===== src/rtl/apb_master_pkg.sv =====
// apb_master_pkg: shared FSM state, default bus widths and response record for the APB requester bridge
package apb_master_pkg;
  localparam int APB_ADDR_WIDTH = 16;
  localparam int APB_DATA_WIDTH = 32;
  typedef enum logic [1:0] {IDLE, SETUP, ACCESS} apb_state_e;
  typedef struct packed {
    logic [APB_DATA_WIDTH-1:0] rdata;
    logic                      slverr;
  } apb_rsp_t;
endpackage


===== src/rtl/apb_master_bridge.sv =====
// apb_master_bridge: valid/ready command stream to APB SETUP/ACCESS transfers, one outstanding at a time
// Optional ACCESS-phase watchdog compiled in with AY_APB_MASTER_TIMEOUT_EN.
module apb_master_bridge
  import apb_master_pkg::*;
#(
  parameter int ADDR_WIDTH     = APB_ADDR_WIDTH,
  parameter int DATA_WIDTH     = APB_DATA_WIDTH,
  parameter int TIMEOUT_CYCLES = 16
) (
  input  logic                  clk,
  input  logic                  preset,
  input  logic                  cmd_valid,
  output logic                  cmd_ready,
  input  logic                  cmd_write,
  input  logic [ADDR_WIDTH-1:0] cmd_addr,
  input  logic [DATA_WIDTH-1:0] cmd_wdata,
  output logic                  rsp_valid,
  input  logic                  rsp_ready,
  output logic [DATA_WIDTH-1:0] rsp_rdata,
  output logic                  rsp_slverr,
  output logic                  psel,
  output logic                  penable,
  output logic                  pwrite,
  output logic [ADDR_WIDTH-1:0] paddr,
  output logic [DATA_WIDTH-1:0] pwdata,
  input  logic                  pready,
  input  logic                  pslverr,
  input  logic [DATA_WIDTH-1:0] prdata
);
  apb_state_e            state_q, state_d;
  logic [ADDR_WIDTH-1:0] paddr_q, paddr_d;
  logic [DATA_WIDTH-1:0] pwdata_q, pwdata_d;
  logic                  pwrite_q, pwrite_d;
  logic                  rsp_valid_q, rsp_valid_d;
  apb_rsp_t              rsp_q, rsp_d;
  logic                  accept, done, consume, timeout;
`ifdef AY_APB_MASTER_TIMEOUT_EN
  localparam int TW = $clog2(TIMEOUT_CYCLES) + 1;
  logic [TW-1:0] wait_q, wait_d;
  always_comb wait_d = (state_q == SETUP) ? '0 : (state_q == ACCESS && !pready) ? wait_q + 1'b1 : wait_q;
  always_ff @(posedge clk) wait_q <= preset ? '0 : wait_d;
  assign timeout = (state_q == ACCESS) && !pready && (wait_q == TW'(TIMEOUT_CYCLES - 1));
`else
  assign timeout = 1'b0;
`endif
  always_ff @(posedge clk) begin
    if (preset) begin
      state_q     <= IDLE;
      paddr_q     <= '0;
      pwdata_q    <= '0;
      pwrite_q    <= 1'b0;
      rsp_valid_q <= 1'b0;
      rsp_q       <= '0;
    end else begin
      state_q     <= state_d;
      paddr_q     <= paddr_d;
      pwdata_q    <= pwdata_d;
      pwrite_q    <= pwrite_d;
      rsp_valid_q <= rsp_valid_d;
      rsp_q       <= rsp_d;
    end
  end
  always_comb begin
    state_d = state_q;
    case (state_q)
      IDLE:    state_d = accept ? SETUP : IDLE;
      SETUP:   state_d = ACCESS;
      ACCESS:  state_d = (pready || timeout) ? IDLE : ACCESS;
      default: state_d = IDLE;
    endcase
  end
  always_comb begin
    accept       = cmd_valid && cmd_ready;
    done         = (state_q == ACCESS) && (pready || timeout);
    consume      = rsp_valid_q && rsp_ready;
    paddr_d      = accept ? cmd_addr : paddr_q;
    pwrite_d     = accept ? cmd_write : pwrite_q;
    pwdata_d     = accept ? (cmd_write ? cmd_wdata : '0) : pwdata_q;
    rsp_valid_d  = done ? 1'b1 : (consume ? 1'b0 : rsp_valid_q);
    // a watchdog abort reports an error with no data; pready in the same cycle wins
    rsp_d.rdata  = done ? ((pready && !pwrite_q) ? APB_DATA_WIDTH'(prdata) : '0) : (consume ? '0 : rsp_q.rdata);
    rsp_d.slverr = done ? (pready ? pslverr : 1'b1) : (consume ? 1'b0 : rsp_q.slverr);
  end
  always_comb begin
    psel       = state_q != IDLE;
    penable    = state_q == ACCESS;
    cmd_ready  = (state_q == IDLE) && !rsp_valid_q;
    pwrite     = pwrite_q;
    paddr      = paddr_q;
    pwdata     = pwdata_q;
    rsp_valid  = rsp_valid_q;
    rsp_rdata  = rsp_q.rdata[DATA_WIDTH-1:0];
    rsp_slverr = rsp_q.slverr;
  end
endmodule


===== config.mk =====
export PLATFORM = sky130hd
export DESIGN_NAME = apb_master_bridge
export DESIGN_NICKNAME = d
export VERILOG_FILES = /design/src/rtl/apb_master_pkg.sv /design/src/rtl/apb_master_bridge.sv
export SDC_FILE = /design/constraint.sdc
export NUM_CORES = 1
export LEC_CHECK = 0
export ABC_AREA = 1
export BUFFER_PORTS_ARGS = -buffer_cell sky130_fd_sc_hd__buf_2
export CORE_MARGIN = 1.5
export CORE_UTILIZATION = 48
export CTS_BUF_LIST = sky130_fd_sc_hd__clkbuf_4 sky130_fd_sc_hd__clkbuf_8
export CTS_CLUSTER_SIZE = 10
export DETAILED_ROUTE_END_ITERATION = 16
export PLACE_DENSITY = 0.88
export SETUP_SLACK_MARGIN = 0.02
export SLEW_MARGIN = 20
export SYNTH_ARGS = -nofsm -noshare
export SYNTH_HDL_FRONTEND = slang
export SYNTH_SLANG_ARGS = --single-unit

===== constraint.sdc =====
create_clock -name clk -period 1.6 [get_ports clk]
set_clock_uncertainty 0.2 [all_clocks]
set_input_delay 0.08 -clock clk [delete_from_list [all_inputs] [get_ports clk]]
set_output_delay 0.08 -clock clk [all_outputs]
set_load 0.02 [all_outputs]

## Word level (Yosys, flattened, before mapping)

Index checks and enable logic that the tools add are counted.

| word-level totals | value |
|---|---|
| flip-flop bits (word level) | 85 |
| bits of input ports | 87 |
| output and inout bits | 86 |

| operators by class | value |
|---|---|
| equal/unequal tests | 2 |
| mux-type cells | 11 |
| reductions and logical operators | 10 |

Operators with widths:

| kind | count |
|---|---|
| 32-bit two-way mux | 4 |
| 2-bit case mux with 3 select lines | 1 |
| 1-bit logical AND | 5 |
| 1-bit two-way mux | 5 |
| 2-bit nonzero test | 2 |
| 2-bit by 1-bit == test with 1-bit output, second input constant | 1 |
| 2-bit == test, second input constant | 1 |
| 1-bit logical NOT | 2 |
| 2-bit logical NOT | 1 |
| 2-bit two-way mux | 1 |

## Longest topological paths before layout

Gate-level depths: netlist of run 1.

| depth | value |
|---|---|
| depth after elaboration | 5 |
| depth in mapped cells | 7 |

## Worst setup path after synthesis of run 1

Ideal clock, no wire load.

| timing | value |
|---|---|
| path kind | register -> register |
| from | register rsp_valid_q, in the netlist rsp_valid |
| to | register pwdata_q[10], in the netlist pwdata[10] |
| library setup time | 0.114 ns |
| arrival | 1.167 ns |
| data required time | 1.286 ns |
| slack | 0.119 ns |
| stages on the path, launching flop included | 7 |
| path buffers | 1 |
| clock period less this slack | 1.481 ns |
| path through | dfxtp_1 -> inv_1 -> nand3_2 -> clkbuf_1 -> nand2_1 -> nand2_1 -> nor2_1 |

| on the way | value |
|---|---|
| cells in the longest elaborated chain, start to end | 3 |

Ends and longest elaborated chain:

| what | RTL line | text |
|---|---|---|
| from (decl) | apb_master_bridge.sv:34 | `logic rsp_valid_q, rsp_valid_d;` |
| from (signal assigned) | apb_master_bridge.sv:59 | `rsp_valid_q <= rsp_valid_d;` |
| 1-bit logical NOT | apb_master_bridge.sv:87 | `cmd_ready = (state_q == IDLE) && !rsp_valid_q;` |
| 1-bit logical AND | apb_master_bridge.sv:87 |  |
| 1-bit logical AND | apb_master_bridge.sv:73 | `accept = cmd_valid && cmd_ready;` |
| to (signal assigned) | apb_master_bridge.sv:57 | `pwdata_q <= pwdata_d;` |
| to (decl) | apb_master_bridge.sv:32 | `logic [DATA_WIDTH-1:0] pwdata_q, pwdata_d;` |

Every way passes these cells.
A chain may end at the register's enable or synchronous reset.

## Worst setup path after layout of run 1

| timing | value |
|---|---|
| from | register state_q[0] |
| to | output port cmd_ready |

| on the way | value |
|---|---|
| cells in the longest elaborated chain, start to end | 2 |

Ends and longest elaborated chain:

| what | RTL line | text |
|---|---|---|
| from (decl) | apb_master_bridge.sv:30 | `apb_state_e state_q, state_d;` |
| from (signal assigned) | apb_master_bridge.sv:55 | `state_q <= state_d;` |
| 2-bit logical NOT | apb_master_bridge.sv:87 |  |
| 1-bit logical AND | apb_master_bridge.sv:87 |  |
| to (decl) | apb_master_bridge.sv:13 | `output logic cmd_ready,` |

Every way passes these cells.

==> results of run 1 <==
==> cells in the final DEF (no fill, tap or decap), drive strengths merged <==
cell,count
a21oi,50
buf,189
bufinv,1
clkbuf,10
clkinv,1
clkinvlp,2
dfxtp,85
dlygate4sd3,84
inv,107
nand2,151
nand3,36
nand4,15
nor2,103
o21a,1
==> registers in the layout, indices dropped and copies added (netlist names) <==
register / count
rsp_slverr: 1
state_q: 2
rsp_valid: 1
pwdata: 32
rsp_rdata: 32
pwrite: 1
paddr: 16
==> metrics by stage <==
step                cell area, µm²  setup slack, ns  hold WS [ns]   util
floorplan                     3780            0.119        0.0149      -
global placement              4770            0.257         0.104  0.620
detailed placement            4770            0.221         0.113  0.620
CTS                           5840           0.0703       0.00414  0.759
global route                  5840           0.0386        0.0472  0.760
finish                        5840            0.109        0.0482  0.760
==> critical path, stage by stage, from the launching register on <==
cell and delay (ns):
dfxtp_4 0.36, nor2_4 0.13, buf_8 0.11, inv_2 0.04
nor2_2 0.09, buf_4 0.15
==> timing repair <==
| item | CTS | global route |
|---|---|---|
| pin swaps | 0 | 2 |
| setup endpoints to repair | 2 | 1 |
| hold buffers | 84 | 0 |
| resized for setup | 4 | 4 |
| buffers inserted | 1 | 0 |
| endpoints found under the hold margin | 84 | 0 |
==> report_power, final <==
group / switching (mW) / internal, mW
logic: 0.778 / 0.565
clock network: 0.789 / 0.778
registers: 0.0797 / 2.26
==> worst paths after layout <==
path                            cells past startpoint            end
worst max-delay path                                5      cmd_ready
worst min-delay path                                5  rsp_rdata[30]
worst max register to register                      5  rsp_rdata[21]
worst min register to register                      2   rsp_rdata[4]
==> per-layer routing <==
layer,vias up,wire (µm),GRT usage
li1,2230,-,-
met1,2016,4670,0.330
met2,251,5970,0.497
met3,43,1030,0.0755
met4,0,448,0.129
met5,-,0,0
==> kinds of logic after synthesis <==
family / Yosys count / synth area share
compound gates: 51 / 0.0681
buf+inv: 142 / 0.153
flops: 85 / 0.450
simple gates: 305 / 0.329
==> area by class of cell <==
class                   count  area [µm²]  share of cell area
repair buffers            273        1900               0.325
well taps                 102         128              0.0218
inverters                 105         394              0.0675
clock buffers              10         138              0.0236
multi-input cells         356        1510               0.258
flip-flops and latches     85        1710               0.292
clock inverters             6        70.1              0.0120
==> flow_summary.toml, run 1 <==
[layout]
antenna_cells = 0
n_fill_cell = 534
stdcell_count = 937
syn2layout_area_growth_pct = 54.5
final_layout_size_suffix_gt1_frac = 0.263
final_nets = 917

[placed_design]
dp.cells = 836
place_hpwl_mm = 7.01
place_congestion = 0.741
portBuffers = 172

[min_path]
worstHoldStart = "rsp_ready"
hold_class = "input pin to flip-flop"

[detailed_routing]
viasPerCell = 4.85
drtPass1Iterations = 4
wl_mm = 12.1
drt-initial-drc-count = 184
ant_nets = 0
drcViolationCount = 0
num_vias = 4540
wl_per_cell_um = 12.9

[yosys]
seq_area_frac_synth = 0.450
synth_top_area_cell = "dfxtp_1"
syn_inst = 583
synth_nets = 670
yosys_warnings = 0
syn-cell-area_mm2 = 0.00378
synth_edf_count = 0
synthTopCellsByCount = "151 x nand2_1, 102 x nor2_1, 97 x inv_1"
ys_async_sr_fraction = 0
syn_avg_cell_area_um2 = 6.49
yosysTopAreaCellShare = 0.450
yosys.cell_count.top_type = "nand2_1"
synth-main-ff-cell = "dfxtp_1"
synth-seq-cells = 85
synth_cell_types = 16
synth.area.top_cells = "dfxtp_1 45%, nand2_1 15%, nor2_1 10%"

[grt]
grt_pass1_wl_mm = 19.8
track_usage = 0.287
grt_pass1_vias = 4360
grt_start_max_net_pins = 41
antenna_found_initial = 0
grt-ovfl-total = 0

[cts]
clock-root-buffer = "clkbuf_8"
cts_buffers = 9
cts_tree = "built"
clk_pin_slew_ns = 0.09
ctsHtreeMaxLevel = 3
clk_latency_ns = 0.34
cts_buffer_depth = 2
cts_sinks = 85

[floorplan]
io_pins = 173
die-height_um = 91.8
rows = 32
die_w_um = 91.8
die_area_mm2 = 0.00842
initial_core_util = 0.492
core_area_mm2 = 0.00769

[worst_setup_path]
path_class = "flip-flop to output port"
endpoint_kind = "output port"
r2r-start = "rsp_valid"
worstPathMaxFanout = 3
crit_arrival_ns = 1.21
critPathLaunchType = "flip-flop"
worstPathRequired_ns = 1.32
startpoint = "state_q[0]"
reg2reg_slack_ns = 0.18

[power_and_ir_drop]
power_per_cell_area_mw_per_mm2 = 899
peakVddDrop_uv = 564
finalPower_mw = 5.25
p_leak_nw = 3.16

[status]
status = "complete, no violations"

[sta]
finalCriticalPeriod_ns = 1.49
hold_viol = 0
grt_setup_unrepaired = "no"
fmax_ghz = 0.671
fin_crit_sh = 0.932
setup_viol_count_final = 0
tns_ns = 0
finalMaxSlewViolations = 0
slew_headroom = 0.617
tightest_slew_ns = 0.574

[run]
max_cap_violations = 0
Note: power is estimated with default switching activity, not from simulation.
==> inputs of run 2 (changes only) <==
--- a/config.mk
+++ b/config.mk
@@ -5,15 +5,16 @@
 export SDC_FILE = /design/constraint.sdc
 export NUM_CORES = 1
 export LEC_CHECK = 0
-export ABC_AREA = 1
 export BUFFER_PORTS_ARGS = -buffer_cell sky130_fd_sc_hd__buf_2
 export CORE_MARGIN = 1.5
-export CORE_UTILIZATION = 48
+export CORE_UTILIZATION = 45
 export CTS_BUF_LIST = sky130_fd_sc_hd__clkbuf_4 sky130_fd_sc_hd__clkbuf_8
 export CTS_CLUSTER_SIZE = 10
 export DETAILED_ROUTE_END_ITERATION = 16
-export PLACE_DENSITY = 0.88
+export PLACE_DENSITY = 0.87
 export SETUP_SLACK_MARGIN = 0.02
+export SKIP_CTS_REPAIR_TIMING = 1
+export SKIP_LAST_GASP = 1
 export SLEW_MARGIN = 20
 export SYNTH_ARGS = -nofsm -noshare
 export SYNTH_HDL_FRONTEND = slang
==> run 2 against run 1 <==
- the run now ends with negative setup slack left
- sequential share of layout area up 2.7 points
- register-to-register slack lost 0.22 ns
- global-route usage fell by 6.6 points
- via count is 17% lower
- setup slack lost 0.15 ns
- flip-flop and latch count did not move
- combinational power down 28%
- core utilization increased by 6.4 points
- hold slack gained 0.038 ns
- count of clock-buffer cells in the layout up 3
- routed wire length decreased by 3.9%
- critical path type is now flip-flop to flip-flop
- largest cell class unchanged
- highest routed layer unchanged
==> flow_summary.toml, run 2 <==
[floorplan]
die-height_um = 85.8
core_area_mm2 = 0.00649
die_w_um = 85.8
io_pins = 173
die_area_mm2 = 0.00736
initial_core_util = 0.475
rows = 29

[yosys]
syn_inst = 379
synth.area.top_cells = "dfxtp_1 55%, nand2_1 12%, nand3_1 11%"
synth_nets = 466
syn-cell-area_mm2 = 0.00309
syn_avg_cell_area_um2 = 8.14
synthTopCellsByCount = "98 x nand2_1, 85 x dfxtp_1, 65 x nand3_1"
yosysTopAreaCellShare = 0.552
ys_async_sr_fraction = 0
synth-main-ff-cell = "dfxtp_1"
seq_area_frac_synth = 0.552
synth_top_area_cell = "dfxtp_1"
yosys.cell_count.top_type = "nand2_1"
synth-seq-cells = 85
synth_cell_types = 17
synth_edf_count = 0
yosys_warnings = 0

[worst_setup_path]
worstPathRequired_ns = 1.68
r2r-end = "pwdata[7]"
reg2reg_depth = 6
path_class = "flip-flop to flip-flop"
critPathLaunchType = "flip-flop"
startpoint = "state_q[0]"
crit_arrival_ns = 1.72
reg2reg_slack_ns = -0.04
worstPathMaxFanout = 12
endpoint_kind = "flip-flop"
r2r-start = "state_q[0]"
endpoint = "pwdata[7]"

[grt]
grt.busiest_layer = "met2"
globalRouteMet3Util = 0.0414
grt_pass1_wl_mm = 13.0
grt_pass1_vias = 2980
track_usage = 0.221
antenna_found_initial = 0
grt_start_max_net_pins = 67
use_met2 = 0.394
grt-ovfl-total = 0
grt_use_met1 = 0.240

[detailed_routing]
drt-initial-drc-count = 206
ant_nets = 0
drtPass1Iterations = 4
wl_mm = 11.6
wl_per_cell_um = 16.3
drcViolationCount = 0
viasPerCell = 5.26
num_vias = 3758

[placed_design]
place_hpwl_mm = 5.70
portBuffers = 172
place_congestion = 0.823
dpl-instance-area_mm2 = 0.00402

[sta]
fmax_ghz = 0.609
timing.final.ws_setup_ns = -0.0412
finalCriticalPeriod_ns = 1.64
tns_ns = -0.115
slew_headroom = 0.561
tightest_slew_ns = 0.659
setup_viol_count_final = 9
grt_setup_unrepaired = "yes"
hold_viol = 0
fin_crit_sh = 1.03
finalMaxSlewViolations = 0

[status]
violations = "negative setup slack"
status = "complete, but fails checks"

[cts]
cts_buffer_depth = 2
clk_pin_slew_ns = 0.09
ctsHtreeMaxLevel = 3
cts_tree = "built"
clk_latency_ns = 0.34
clock-root-buffer = "clkbuf_8"
cts_buffers = 9
cts_sinks = 85

[layout]
final_util = 0.824
final_layout_size_suffix_gt1_frac = 0.371
fin_area_mm2 = 0.00535
syn2layout_area_growth_pct = 73.4
final_nets = 718
layout_commonest_cell = "buf_2"
layout_common_cells = "171 x buf_2, 98 x nand2_1, 84 x dlygate4sd3_1, 82 x dfxtp_1, 58 x nand3_1"

[power_and_ir_drop]
p_leak_nw = 2.45
finalPower_mw = 4.83
power_per_cell_area_mw_per_mm2 = 903
peakVddDrop_uv = 517

[run]
max_cap_violations = 0

[min_path]
hold_class = "input pin to flip-flop"
==> run 2: cell types whose count changed in the layout (fill, tap and decap cells not counted), moves of 7 or more <==
cell	delta
nand2_1	-53
a21oi_2	+14
inv_1	-96
buf_4	-7
inv_2	-9
a21oi_1	-13
o21ai_0	+33
nand3_1	+24
nor2_1	-98
nand4_1	-15
==> run 2: cell type report <==
| cell class | instances | area, µm² |
|---|---|---|
| clock inverter | 3 | 41.3 |
| antenna | 1 | 2.50 |
| sequential | 85 | 1710 |
| timing repair buffer | 275 | 2010 |
| clock buffer | 13 | 173 |
| fill | 359 | 1140 |
| multi-input combinational | 260 | 1320 |
| tap | 77 | 96.3 |
==> run 2: worst min path at each step <==
stage	start	cells past startpoint	slack [ns]	to
6_report	cmd_write	3	0.09	pwdata[31]
3_3_place_gp	cmd_addr[1]	3	0.12	paddr[1]
5_1_grt	cmd_write	3	0.10	pwdata[29]
2_1_floorplan	cmd_addr[0]	2	0.02	paddr[0]
3_5_place_dp	cmd_addr[5]	3	0.13	paddr[5]
4_1_cts	prdata[7]	3	-0.25	rsp_rdata[7]
==> run 2: worst max-delay path, cell delays in order (launching register included) <==
cell and delay [ns]:
dfxtp_2 0.33, buf_6 0.12, nor4b_4 0.26, buf_6 0.20
buf_12 0.15, nand3_1 0.11, a21oi_1 0.20
==> run 2: stage by stage <==
stage / hold WS, ns / worst slack [ns] / instances
after floorplan: 0.0160 / 0.0275 / 379
after global placement: 0.123 / 0.0390 / 604
after detailed placement: 0.126 / -0.0264 / 604
after CTS: -0.248 / -0.0619 / 620
after global routing: 0.103 / -0.102 / 713
final: 0.0867 / -0.0412 / 714
==> run 2: kinds of logic after synthesis <==
logic type / synth area share
and+or+nand+nor: 0.249
DFF: 0.551
AOI/OAI and AO/OA: 0.136
buffers and inverters: 0.0596
muxes: 0.00324
==> run 2: power by group <==
group / switching (mW) / internal, mW / total [mW] / leakage [nW]
Combinational: 0.503 / 0.467 / 0.970 / 1.64
Sequential: 0.0472 / 2.20 / 2.25 / 0.693
Clock: 0.748 / 0.867 / 1.62 / 0.113
Total: 1.30 / 3.53 / 4.83 / 2.45
==> run 2: layer usage <==
layer	share of wire	wire (µm)	up-vias
met2	0.53	6230	198
met3	0.060	694	43
li1	-	-	1781
met5	0	0	-
met1	0.37	4260	1736
met4	0.039	459	0
